===== src/rtl/game_timer_bcd.sv =====
// Game timer: elapsed/best run time in binary and packed BCD, start/pause/over FSM.
// Define GAME_TIMER_BLANK_EN to blank leading zero digits (4'hF) on the BCD outputs.
module game_timer_bcd #(
    parameter int TICK_PERIOD = 25_000_000,
    parameter int NUM_DIGITS  = 4,
    parameter int COUNT_WIDTH = 14,
    parameter int PRESC_WIDTH = 25
) (
    input  logic                    clk,
    input  logic                    resetN,
    input  logic                    start,
    input  logic                    pause,
    input  logic                    game_over,
    input  logic                    clear_best,
    output logic [COUNT_WIDTH-1:0]  elapsed,
    output logic [4*NUM_DIGITS-1:0] elapsed_bcd,
    output logic [COUNT_WIDTH-1:0]  best,
    output logic [4*NUM_DIGITS-1:0] best_bcd,
    output logic                    unit_tick,
    output logic                    new_best,
    output logic                    running,
    output logic                    saturated,
    output logic [1:0]              state
);

    localparam int BW = 4 * NUM_DIGITS;

    function automatic int pow10(input int n);
        int r;
        r = 1;
        for (int i = 0; i < n; i++) r = r * 10;
        return r;
    endfunction

    localparam logic [COUNT_WIDTH-1:0] MAX_COUNT  = COUNT_WIDTH'(pow10(NUM_DIGITS) - 1);
    localparam logic [PRESC_WIDTH-1:0] PRESC_LAST = PRESC_WIDTH'(TICK_PERIOD - 1);

    typedef enum logic [1:0] {
        IDLE   = 2'd0,
        RUN    = 2'd1,
        PAUSED = 2'd2,
        OVER   = 2'd3
    } state_t;

    state_t                 state_q, state_d;
    logic [PRESC_WIDTH-1:0] presc;
    logic [BW-1:0]          elapsed_bcd_q;
    logic [BW-1:0]          best_bcd_q;
    logic                   do_clear;
    logic                   do_count;
    logic                   to_over;
    logic                   wrap;

    // Ripple +1 across digits; never called at the saturation value.
    function automatic logic [BW-1:0] bcd_inc(input logic [BW-1:0] v);
        logic [BW-1:0] r;
        logic          carry;
        logic [3:0]    d;
        r     = v;
        carry = 1'b1;
        for (int i = 0; i < NUM_DIGITS; i++) begin
            d = v[4*i +: 4];
            if (carry) begin
                if (d == 4'd9) begin
                    r[4*i +: 4] = 4'd0;
                end else begin
                    r[4*i +: 4] = d + 4'd1;
                    carry       = 1'b0;
                end
            end
        end
        return r;
    endfunction

    always_ff @(posedge clk or negedge resetN) begin
        if (!resetN) state_q <= IDLE;
        else         state_q <= state_d;
    end

    always_comb begin
        state_d  = state_q;
        do_clear = 1'b0;
        do_count = 1'b0;
        to_over  = 1'b0;
        unique case (state_q)
            IDLE: begin
                if (start) begin
                    state_d  = RUN;
                    do_clear = 1'b1;
                end
            end
            RUN: begin
                if (game_over) begin
                    state_d = OVER;
                    to_over = 1'b1;
                end else if (pause) begin
                    state_d = PAUSED;
                end else begin
                    do_count = 1'b1;
                end
            end
            PAUSED: begin
                if (game_over) begin
                    state_d = OVER;
                    to_over = 1'b1;
                end else if (pause) begin
                    state_d = RUN;
                end
            end
            OVER: begin
                if (start && !game_over) begin
                    state_d  = RUN;
                    do_clear = 1'b1;
                end
            end
            default: state_d = IDLE;
        endcase
    end

    assign wrap = do_count && (presc == PRESC_LAST);

    always_ff @(posedge clk or negedge resetN) begin
        if (!resetN) begin
            presc         <= '0;
            elapsed       <= '0;
            elapsed_bcd_q <= '0;
            saturated     <= 1'b0;
            unit_tick     <= 1'b0;
        end else begin
            unit_tick <= 1'b0;
            if (do_clear) begin
                presc         <= '0;
                elapsed       <= '0;
                elapsed_bcd_q <= '0;
                saturated     <= 1'b0;
            end else if (wrap) begin
                presc     <= '0;
                unit_tick <= 1'b1;
                if (elapsed != MAX_COUNT) begin
                    elapsed       <= elapsed + COUNT_WIDTH'(1);
                    elapsed_bcd_q <= bcd_inc(elapsed_bcd_q);
                    if (elapsed + COUNT_WIDTH'(1) == MAX_COUNT) saturated <= 1'b1;
                end
            end else if (do_count) begin
                presc <= presc + PRESC_WIDTH'(1);
            end
        end
    end

    // A record on the game-over edge takes precedence over clear_best.
    always_ff @(posedge clk or negedge resetN) begin
        if (!resetN) begin
            best       <= '0;
            best_bcd_q <= '0;
            new_best   <= 1'b0;
            running    <= 1'b0;
        end else begin
            new_best <= 1'b0;
            running  <= (state_d == RUN);
            if (to_over && (elapsed > best)) begin
                best       <= elapsed;
                best_bcd_q <= elapsed_bcd_q;
                new_best   <= 1'b1;
            end else if (clear_best) begin
                best       <= '0;
                best_bcd_q <= '0;
            end
        end
    end

    assign state = state_q;

`ifdef GAME_TIMER_BLANK_EN
    function automatic logic [BW-1:0] blank(input logic [BW-1:0] v);
        logic [BW-1:0] r;
        logic          lead;
        r    = v;
        lead = 1'b1;
        for (int i = NUM_DIGITS - 1; i >= 1; i--) begin
            if (lead && (v[4*i +: 4] == 4'd0)) r[4*i +: 4] = 4'hF;
            else                               lead = 1'b0;
        end
        return r;
    endfunction

    assign elapsed_bcd = blank(elapsed_bcd_q);
    assign best_bcd    = blank(best_bcd_q);
`else
    assign elapsed_bcd = elapsed_bcd_q;
    assign best_bcd    = best_bcd_q;
`endif

endmodule


===== config.mk =====
export PLATFORM = sky130hd
export DESIGN_NAME = game_timer_bcd
export DESIGN_NICKNAME = d
export VERILOG_FILES = /design/src/rtl/game_timer_bcd.sv
export SDC_FILE = /design/constraint.sdc
export NUM_CORES = 1
export LEC_CHECK = 0
export CORE_ASPECT_RATIO = 2
export CORE_MARGIN = 2
export CORE_UTILIZATION = 45
export DETAILED_ROUTE_END_ITERATION = 16
export PLACE_DENSITY = 0.67
export SYNTH_ARGS = -nofsm -noshare
export SYNTH_HDL_FRONTEND = slang
export SYNTH_SLANG_ARGS = --single-unit
export TNS_END_PERCENT = 20

===== constraint.sdc =====
create_clock -name clk -period 3.2 [get_ports clk]
set_input_delay 0.48 -clock clk [delete_from_list [all_inputs] [get_ports clk]]
set_output_delay 0.48 -clock clk [all_outputs]
set_load 0.05 [all_outputs]

# Word level (Yosys, flattened, before mapping)
# Cells that the tools add are included.
[op_classes] n_addsub=6 magnitude_cmp=1 eq_ne=11 muxes=56 n_reduce_logical=19
[ops] cell="$mux 16" n=5
[ops] cell="$mux 25" n=3
[ops] cell="$mux 14" n=5
[ops] cell="$mux 1" n=28
[ops] cell="$mux 4" n=7
[ops] cell="$add 25x1->25 const B" n=1
[ops] cell="$eq 25x25->1 const B" n=1
[ops] cell="$add 4x1->4 const B" n=4
[ops] cell="$eq 4x4->1 const B" n=4
[ops] cell="$add 14x1->14 const B" n=1
[ops] cell="$eq 14x14->1 const B" n=1
[ops] cell="$gt 14x14->1" n=1
[ops] cell="$ne 14x14->1 const B" n=1
[ops] cell="$reduce_bool 2->1" n=7
[ops] cell="$mux 2" n=6
[ops] cell="$reduce_and 3->1" n=4
[ops] cell="$pmux 2 s4" n=1
[ops] cell="$eq 2x1->1 const B" n=2
[ops] cell="$eq 2x2->1 const B" n=2
[ops] cell="$logic_and 1x1->1" n=3
[ops] cell="$reduce_bool 3->1" n=1
[ops] cell="$logic_not 2->1" n=1
[ops] cell="$pmux 1 s2" n=1
[ops] cell="$reduce_and 2->1" n=1
[ops] cell="2 further kinds" n=2
[totals] reg_bits=91 inputBits=6 output_inout_bits=66

# Logic depth before layout (Yosys ltp)
# Gate-level depths: netlist of the first run.
[depth] ltp_word=18 ltp_mapped=9 mapped_depth_nobuf=7

# Worst setup path before layout of the first run
# OpenSTA, ideal clock, no wires.
[synth_timing] kind="register to register" start="register state_q[1], in the netlist state[1]" end="register presc[0]" t_arrival_ps=2458 required_time_ps=3075 slack_ps=617 path_stages_with_launch=9 path_buffers=1 period_less_slack_ps=2583 path_cell_list="dfrtp_1 > inv_1 > ha_1 > nor3b_2 > nand4_1 > o31ai_1 > clkbuf_1 > nor2_1 > mux2_2"
[synth_via] elab_chain_len=5 word_cells_on_any_way=9 cone_classes="eq/ne (2); mux (4); reduce/logical (3)"
[synth_rtl] element="start, declared" line="45" rtl="state_t state_q, state_d;"
[synth_rtl] element="start signal, assigned" line="77" rtl="else state_q <= state_d;"
[synth_rtl] element="$eq 2x1->1" line="85" rtl="unique case (state_q)"
[synth_rtl] element="$mux 1" line="85"
[synth_rtl] element="$logic_and 1x1->1" line="120" rtl="assign wrap = do_count && (presc == PRESC_LAST);"
[synth_rtl] element="$mux 25" line="136" rtl="end else if (wrap) begin"
[synth_rtl] element="$mux 25" line="131" rtl="if (do_clear) begin"
[synth_rtl] element="end signal, assigned" line="145" rtl="presc <= presc + PRESC_WIDTH'(1);"
[synth_rtl] element="end, declared" line="46" rtl="logic [PRESC_WIDTH-1:0] presc;"
# Several ways; a longest one is shown, not always the timed one.
# A chain may end at the register's enable or synchronous reset.

# Worst setup path after layout of the first run
[layout_timing] start="register elapsed[11]" end="register best[6]"
[layout_via] elab_chain_len=3 word_cells_on_any_way=4 cone_classes="order compare (1); mux (1); reduce/logical (2)"
[layout_rtl] element="start, declared" line="15" rtl="output logic [COUNT_WIDTH-1:0] elapsed,"
[layout_rtl] element="start signal, assigned" line="140" rtl="elapsed <= elapsed + COUNT_WIDTH'(1);"
[layout_rtl] element="$gt 14x14->1 (*)" line="160" rtl="if (to_over && (elapsed > best)) begin"
[layout_rtl] element="$logic_and 1x1->1 (*)" line="160"
[layout_rtl] element="$mux 14 / $reduce_bool 2->1 (equally long branches)"
[layout_rtl] element="end signal, assigned" line="161" rtl="best <= elapsed;"
[layout_rtl] element="end, declared" line="17" rtl="output logic [COUNT_WIDTH-1:0] best,"
# Every way passes the cells marked *; elsewhere a longest branch is shown, timed or not.

==> reports/qor.yml, run 1 <==
run_status: "complete, no violations"
antenna_found_initial: 0
rsz0062_at_grt: "false"
syn_inst: 546
fin_skew_ns: 0.008191
min_path_type: "in2async"
synth_flop_cell: "dfrtp_1"
critPathLaunchType: "flip-flop"
grt_pass1_vias: 4230
gr-usage-all-layers: 0.2109
diodes: 0
dp_hpwl_um: 8862
p_per_area_nw_per_um2: 437.0
setup_viol: 0
cts_setup_buffers: 0
critPathTopFamily: "compound AO/OA/AOI/OAI gates"
synth_edf_count: 0
routed_wl_um: 12930
vias: 4523
syn_area_sq_um: 5281
path_class: "reg2reg"
critPathMaxStageDelay_ns: 0.52
grt_overflow_total: 0
vdd_drop_max_uv: 306.2
end_kind: "flip-flop"
min_period_ns: 2.606
slew_headroom: 0.4709
hold_violations: 0
crit_top_cell: "o31a_1"
period_share: 0.8144
h-tree-depth: 3
path_clk_slew_ns: 0.07
seq_area_frac_synth: 0.4312
cts_sinks: 91
nets: 650
grt_util_met2: 0.3337
dr.pass1.iters: 4
io_pins: 72
synth-warning-count: 0
async_reset_ff_frac: 1.000
final_cell_mix: "dfrtp_1 (91), clkdlybuf4s50_1 (70), nor2_1 (41)"
yosysTopAreaCell: "dfrtp_1"
dieWidth_um: 80.61
fmax_mhz: 383.7
critPathBufInv: 1
clock_latency_ns: 0.35
cts_resized: 0
synth_top_area_frac: 0.4312
antenna_left: 0
crit_path_cell_trace: "ha_1 -> nand4_1 -> nor2_1 -> o31a_1 -> o31a_1 -> buf_4 -> a22o_1"
root_buffer: "clkbuf_16"
viasPerCell: 5.920
initial_core_util: 0.4568
clock_path_buffers: 2
drc: 0
numCtsBuffers: 9
setup-tns-final_ns: 0
final_util: 0.5621
grt_pass1_wl_um: 21070
numPortBuffers: 71
ys_types: 62
cts_tree: "yes"
met3_usage: 0.03670
worst_pin_slew_ns: 0.7937
wl_per_cell_um: 16.92
layout-drive-gt1-share: 0.08078
cp.required_ns: 3.49
maxSlewViolCount: 0
die_h_um: 157.2
cpMaxStageDelayCell: "o31a_1"
rows: 56
grt_max_degree: 62
cap_violations: 0
gr-max-usage-layer: "met2"
syn_nets: 582
synth_area_leaders: "dfrtp_1 (43%), ha_1 (7.1%), a22o_1 (5.5%), a21oi_1 (2.9%), nor2_1 (2.9%)"
gp_congestion: 0.8196
cp_max_fo: 19
p_leak_nw: 2.642
layout_commonest_cell: "dfrtp_1"
cts_hold_buf: 0
syn_area_per_cell_sq_um: 9.673
core_sq_um: 11560
holdWs_ns: 0.2005
critPathArrivalTime_ns: 2.89
dieArea_sq_um: 12670
met1_usage: 0.2940
ys_seq_elements: 91
area_growth_pct: 23.05
drt_first_iter_violations: 270
==> registers in the layout (all words and copies together), names as in the netlist <==
name,flops
presc,25
best_bcd,16
elapsed_bcd,16
best,14
elapsed,14
state,2
new_best,1
running,1
saturated,1
unit_tick,1
==> report_power, final <==
group	switching, mW	total (mW)	internal, mW
clock	0.474	1.11	0.634
sequential	0.0333	1.22	1.18
combinational	0.348	0.515	0.166
total	0.856	2.84	1.98
==> routing by layer <==
metal,up-vias,wire length (um)
li1,2192,-
met3,14,546
met2,103,6201
met4,0,191
met5,-,0
met1,2214,5987
==> kinds of logic (layout without fill, tap and decap cells) <==
group	after synthesis	after routing	synth area share
AOI/OAI and AO/OA	148	148	0.2009
xor gates and xnor gates	19	19	0.03151
adders and majority gates	30	30	0.07107
buffers and inverters	60	133	0.05141
DFF	91	91	0.4312
muxes	2	2	0.004027
and+or+nand+nor	196	196	0.2099
==> final cells by class <==
type,count,area [sq um]
fillers,1055,5062
flip-flops and latches,91,2277
multi-input cells,395,2756
well taps,145,181.4
repair buffers,89,868.3
clock buffers,10,239.0
clock inverters,6,71.32
inverters,28,105.1
==> stage by stage <==
| step | cells | power, mW | area, sq um | setup slack, ns |
|---|---|---|---|---|
| CTS | 764 | 2.866 | 6499 | 0.5743 |
| global placement | 748 | 1.746 | 6188 | 0.5879 |
| detailed placement | 748 | 1.755 | 6188 | 0.5171 |
| global route | 764 | 2.955 | 6499 | 0.4105 |
| floorplan | 546 | 1.576 | 5281 | 0.6168 |
| finish | 764 | 2.840 | 6499 | 0.5940 |
==> worst register-to-register path: stages (launching register included) <==
cell and delay, ns:
dfrtp_1 0.49, ha_1 0.35, nand4_1 0.12, nor2_1 0.23
o31a_1 0.29, o31a_1 0.52, buf_4 0.35, a22o_1 0.19
==> path summary, 6_finish.rpt <==
check	end	slack [ns]	depth (start not counted)	startpoint
setup / recovery	best[6]$_DFFE_PN0P_	0.59	7	elapsed[11]$_DFFE_PN0P_
hold / removal	presc[21]$_DFFE_PN0P_	0.20	1	resetN
setup reg to reg	best[6]$_DFFE_PN0P_	0.59	7	elapsed[11]$_DFFE_PN0P_
hold reg to reg	saturated$_DFFE_PN0P_	0.50	2	saturated$_DFFE_PN0P_
max in group asynchronous	best[1]$_DFFE_PN0P_	2.33	2	resetN
min in group clk	saturated$_DFFE_PN0P_	0.50	2	saturated$_DFFE_PN0P_
==> synthesized netlist by cell type, types with 6 or more instances <==
library cell / n
or3_1: 12
nand4_1: 16
o21ai_0: 6
nor3_1: 10
nand3_1: 17
dfrtp_1: 91
a21oi_1: 31
o21a_1: 8
nand2_1: 35
nor2_1: 41
o21ai_1: 12
buf_2: 6
clkbuf_1: 19
a2111oi_0: 6
a21oi_2: 6
o31ai_1: 11
inv_1: 28
ha_1: 30
and3_1: 6
xor2_1: 6
xnor2_1: 13
and4_1: 11
or4_1: 13
o311ai_0: 6
a22o_1: 33
(Power assumes the default switching activity.)
==> inputs of run 2 (changes only) <==
- PLACE_DENSITY: 0.67 -> 0.69
- clock period: 3.2 -> 2.2 ns (I/O delays scaled with it)
==> run 2 against run 1 <==
  * The flow now finishes with violations (negative setup slack)
  * Flip-flop and latch count is the same
  * Non-clock buffer count grew 69
  * Worst setup slack lost 0.67 ns
  * Largest power group unchanged
  * Utilization grew 7.2 points
  * Die area is the same
  * Via count grew 8.4%
  * Largest cell class unchanged
  * Combinational power grew 94%
  * Sequential share of layout area shrank 3.8 points
  * Clock skew shrank 0.00084 ns
==> reports/qor.yml, run 2 (same netlist as run 1, synthesis figures left out) <==
total_power_mw: 4.365  # was 2.840 mW
antenna_left: 0  # unchanged
cpMaxStageDelayCell: "or4_4"  # was o31a_1
rsz0062_at_grt: "true"  # was false
largest_reg_flops: 25  # unchanged
layout_commonest_cell: "dfrtp_1"  # unchanged
cts_tree: "yes"  # unchanged
crit_path_cell_trace: "or3b_2 -> or4_4 -> nand4_4 -> buf_12 -> buf_8 -> o21ai_1 -> a21oi_1"  # was ha_1 -> nand4_1 -> nor2_1 -> o31a_1 -> o31a_1 -> buf_4 -> a22o_1
run_status: "complete, but fails checks"  # was complete, no violations
dieArea_sq_um: 12670  # unchanged
min_path_type: "reg2reg"  # was in2async
h-tree-depth: 3  # unchanged
fillCellCount: 943  # was 1055
end_kind: "flip-flop"  # unchanged
rows: 56  # unchanged
dp_hpwl_um: 9772  # was 8862 um
fin_skew_ns: 0.007351  # was 0.008191 ns
final_util: 0.6345  # was 0.5621
wl_met2_um: 7183  # was 6201 um
diodes: 0  # unchanged
top_register: "presc"  # unchanged
critPathTopFamily: "simple AND/OR/NAND/NOR gates"  # was compound AO/OA/AOI/OAI gates
pre_cts_slack_ns: -0.2209  # was 0.5171 ns
vdd_drop_max_uv: 567.5  # was 306.2 uV
p_per_area_nw_per_um2: 595.0  # was 437.0 nW/um^2
violations: "negative setup slack"
gp_congestion: 0.8219  # was 0.8196
wl_met3_um: 601  # was 546 um
critPathLaunchType: "flip-flop"  # unchanged
critPathMaxStageDelay_ns: 0.61  # was 0.52 ns
core_sq_um: 11560  # unchanged
fin_area_sq_um: 7336  # was 6499 sq um
numCtsBuffers: 9  # unchanged
min_period_ns: 2.277  # was 2.606 ns
p_leak_nw: 3.043  # was 2.642 nW
final_cell_mix: "dfrtp_1 (79), buf_4 (74), clkdlybuf4s50_1 (70)"  # was dfrtp_1 (91), clkdlybuf4s50_1 (70), nor2_1 (41)
fin_cells: 833  # was 764
gr-usage-all-layers: 0.2350  # was 0.2109
dr.pass1.iters: 5  # was 4
maxSlewViolCount: 0  # unchanged
cap_violations: 0  # unchanged
clock_latency_ns: 0.34  # was 0.35 ns
hold_violations: 0  # unchanged
slew_headroom: 0.6394  # was 0.4709
grt_overflow_total: 0  # unchanged
wl_per_cell_um: 17.26  # was 16.92 um
cts_sinks: 91  # unchanged
io_pins: 72  # unchanged
clock_path_buffers: 2  # unchanged
numPortBuffers: 71  # unchanged
vias: 4902  # was 4523
area_growth_pct: 38.90  # was 23.05%
grt_pass1_wl_um: 23330  # was 21070 um
holdWs_ns: 0.4983  # was 0.2005 ns
dpl.cell_count: 809  # was 748
path_class: "reg2reg"  # unchanged
critPathArrivalTime_ns: 2.54  # was 2.89 ns
initial_core_util: 0.4568  # unchanged
nets: 719  # was 650
drc: 0  # unchanged
die_h_um: 157.2  # unchanged
dieWidth_um: 80.61  # unchanged
critPathBufInv: 2  # was 1
viasPerCell: 5.885  # was 5.920
worst_pin_slew_ns: 0.5408  # was 0.7937 ns
drt_first_iter_violations: 293  # was 270
path_clk_slew_ns: 0.06  # was 0.07 ns
worst_slack_ns: -0.07722  # was 0.5940 ns
grt_pass1_vias: 4708  # was 4230
cp_max_fo: 8  # was 19
placed_cell_area_sq_um: 6760  # was 6188 sq um
fmax_mhz: 439.1  # was 383.7 MHz
cp.required_ns: 2.46  # was 3.49 ns
grt_max_degree: 40  # was 62
routed_wl_um: 14370  # was 12930 um
layout-drive-gt1-share: 0.2442  # was 0.08078
setup_viol: 22  # was 0
period_share: 1.035  # was 0.8144
antenna_found_initial: 0  # unchanged
highest-signal-layer: "met4"  # unchanged
drt-met1-wl_um: 6272  # was 5987 um
setup-tns-final_ns: -0.6270  # was 0 ns
root_buffer: "clkbuf_16"  # unchanged
[run 2: cell types whose count changed in the layout (fill, tap and decap cells not counted), sizes merged]
cell	change
buf	+66
clkbuf	+4
clkinv	+2
clkinvlp	-2
inv	-2
dlygate4sd3	+1
[run 2: what timing repair did]
item	4_1_cts	5_1_grt
buffers inserted	2	2
gates cloned	2	1
gates resized for setup	15	37
setup endpoints to repair	20	78
hold buffers	1	0
hold endpoints to repair	7	0
pin swaps	15	8
[run 2: area by class of cell]
cell class | instances | area (sq um) | area share
Multi-Input combinational cell | 395 | 2964 | 0.4041
Sequential cell | 91 | 2292 | 0.3125
Timing Repair Buffer | 158 | 1488 | 0.2028
Clock buffer | 12 | 256.5 | 0.03497
Tap cell | 145 | 181.4 | 0.02473
Inverter | 28 | 105.1 | 0.01433
Clock inverter | 4 | 48.80 | 0.006652
[run 2: worst reg2reg max path, delay by kind of cell (launching register included)]
| kind | cells | cell delay, ns |
|---|---|---|
| AND/OR/NAND/NOR | 3 | 1.27 |
| flip-flops | 1 | 0.44 |
| buffers and inverters | 2 | 0.27 |
| AO/OA/AOI/OAI | 2 | 0.21 |
[run 2: worst paths after layout]
path	start	to	slack (ns)	cells past startpoint
hold / removal	best_bcd[15]$_DFFE_PN0P_	best_bcd[15]$_DFFE_PN0P_	0.50	1
setup / recovery	elapsed[5]$_DFFE_PN0P_	elapsed[5]$_DFFE_PN0P_	-0.08	7
setup reg to reg	elapsed[5]$_DFFE_PN0P_	elapsed[5]$_DFFE_PN0P_	-0.08	7
hold reg to reg	best_bcd[15]$_DFFE_PN0P_	best_bcd[15]$_DFFE_PN0P_	0.50	1
min in group asynchronous	resetN	presc[19]$_DFFE_PN0P_	0.51	2
max in group asynchronous	resetN	presc[0]$_DFFE_PN0P_	1.07	3
[run 2: report_power, final]
group	switching, mW	total, mW	internal [mW]
clock	0.652	1.59	0.942
combinational	0.601	1.00	0.401
sequential	0.0423	1.77	1.73
[run 2: per-layer routing]
| layer | vias up | GRT usage |
|---|---|---|
| li1 | 2326 | - |
| met5 | - | 0 |
| met2 | 149 | 0.3925 |
| met1 | 2406 | 0.3176 |
| met4 | 0 | 0.07103 |
| met3 | 21 | 0.02752 |
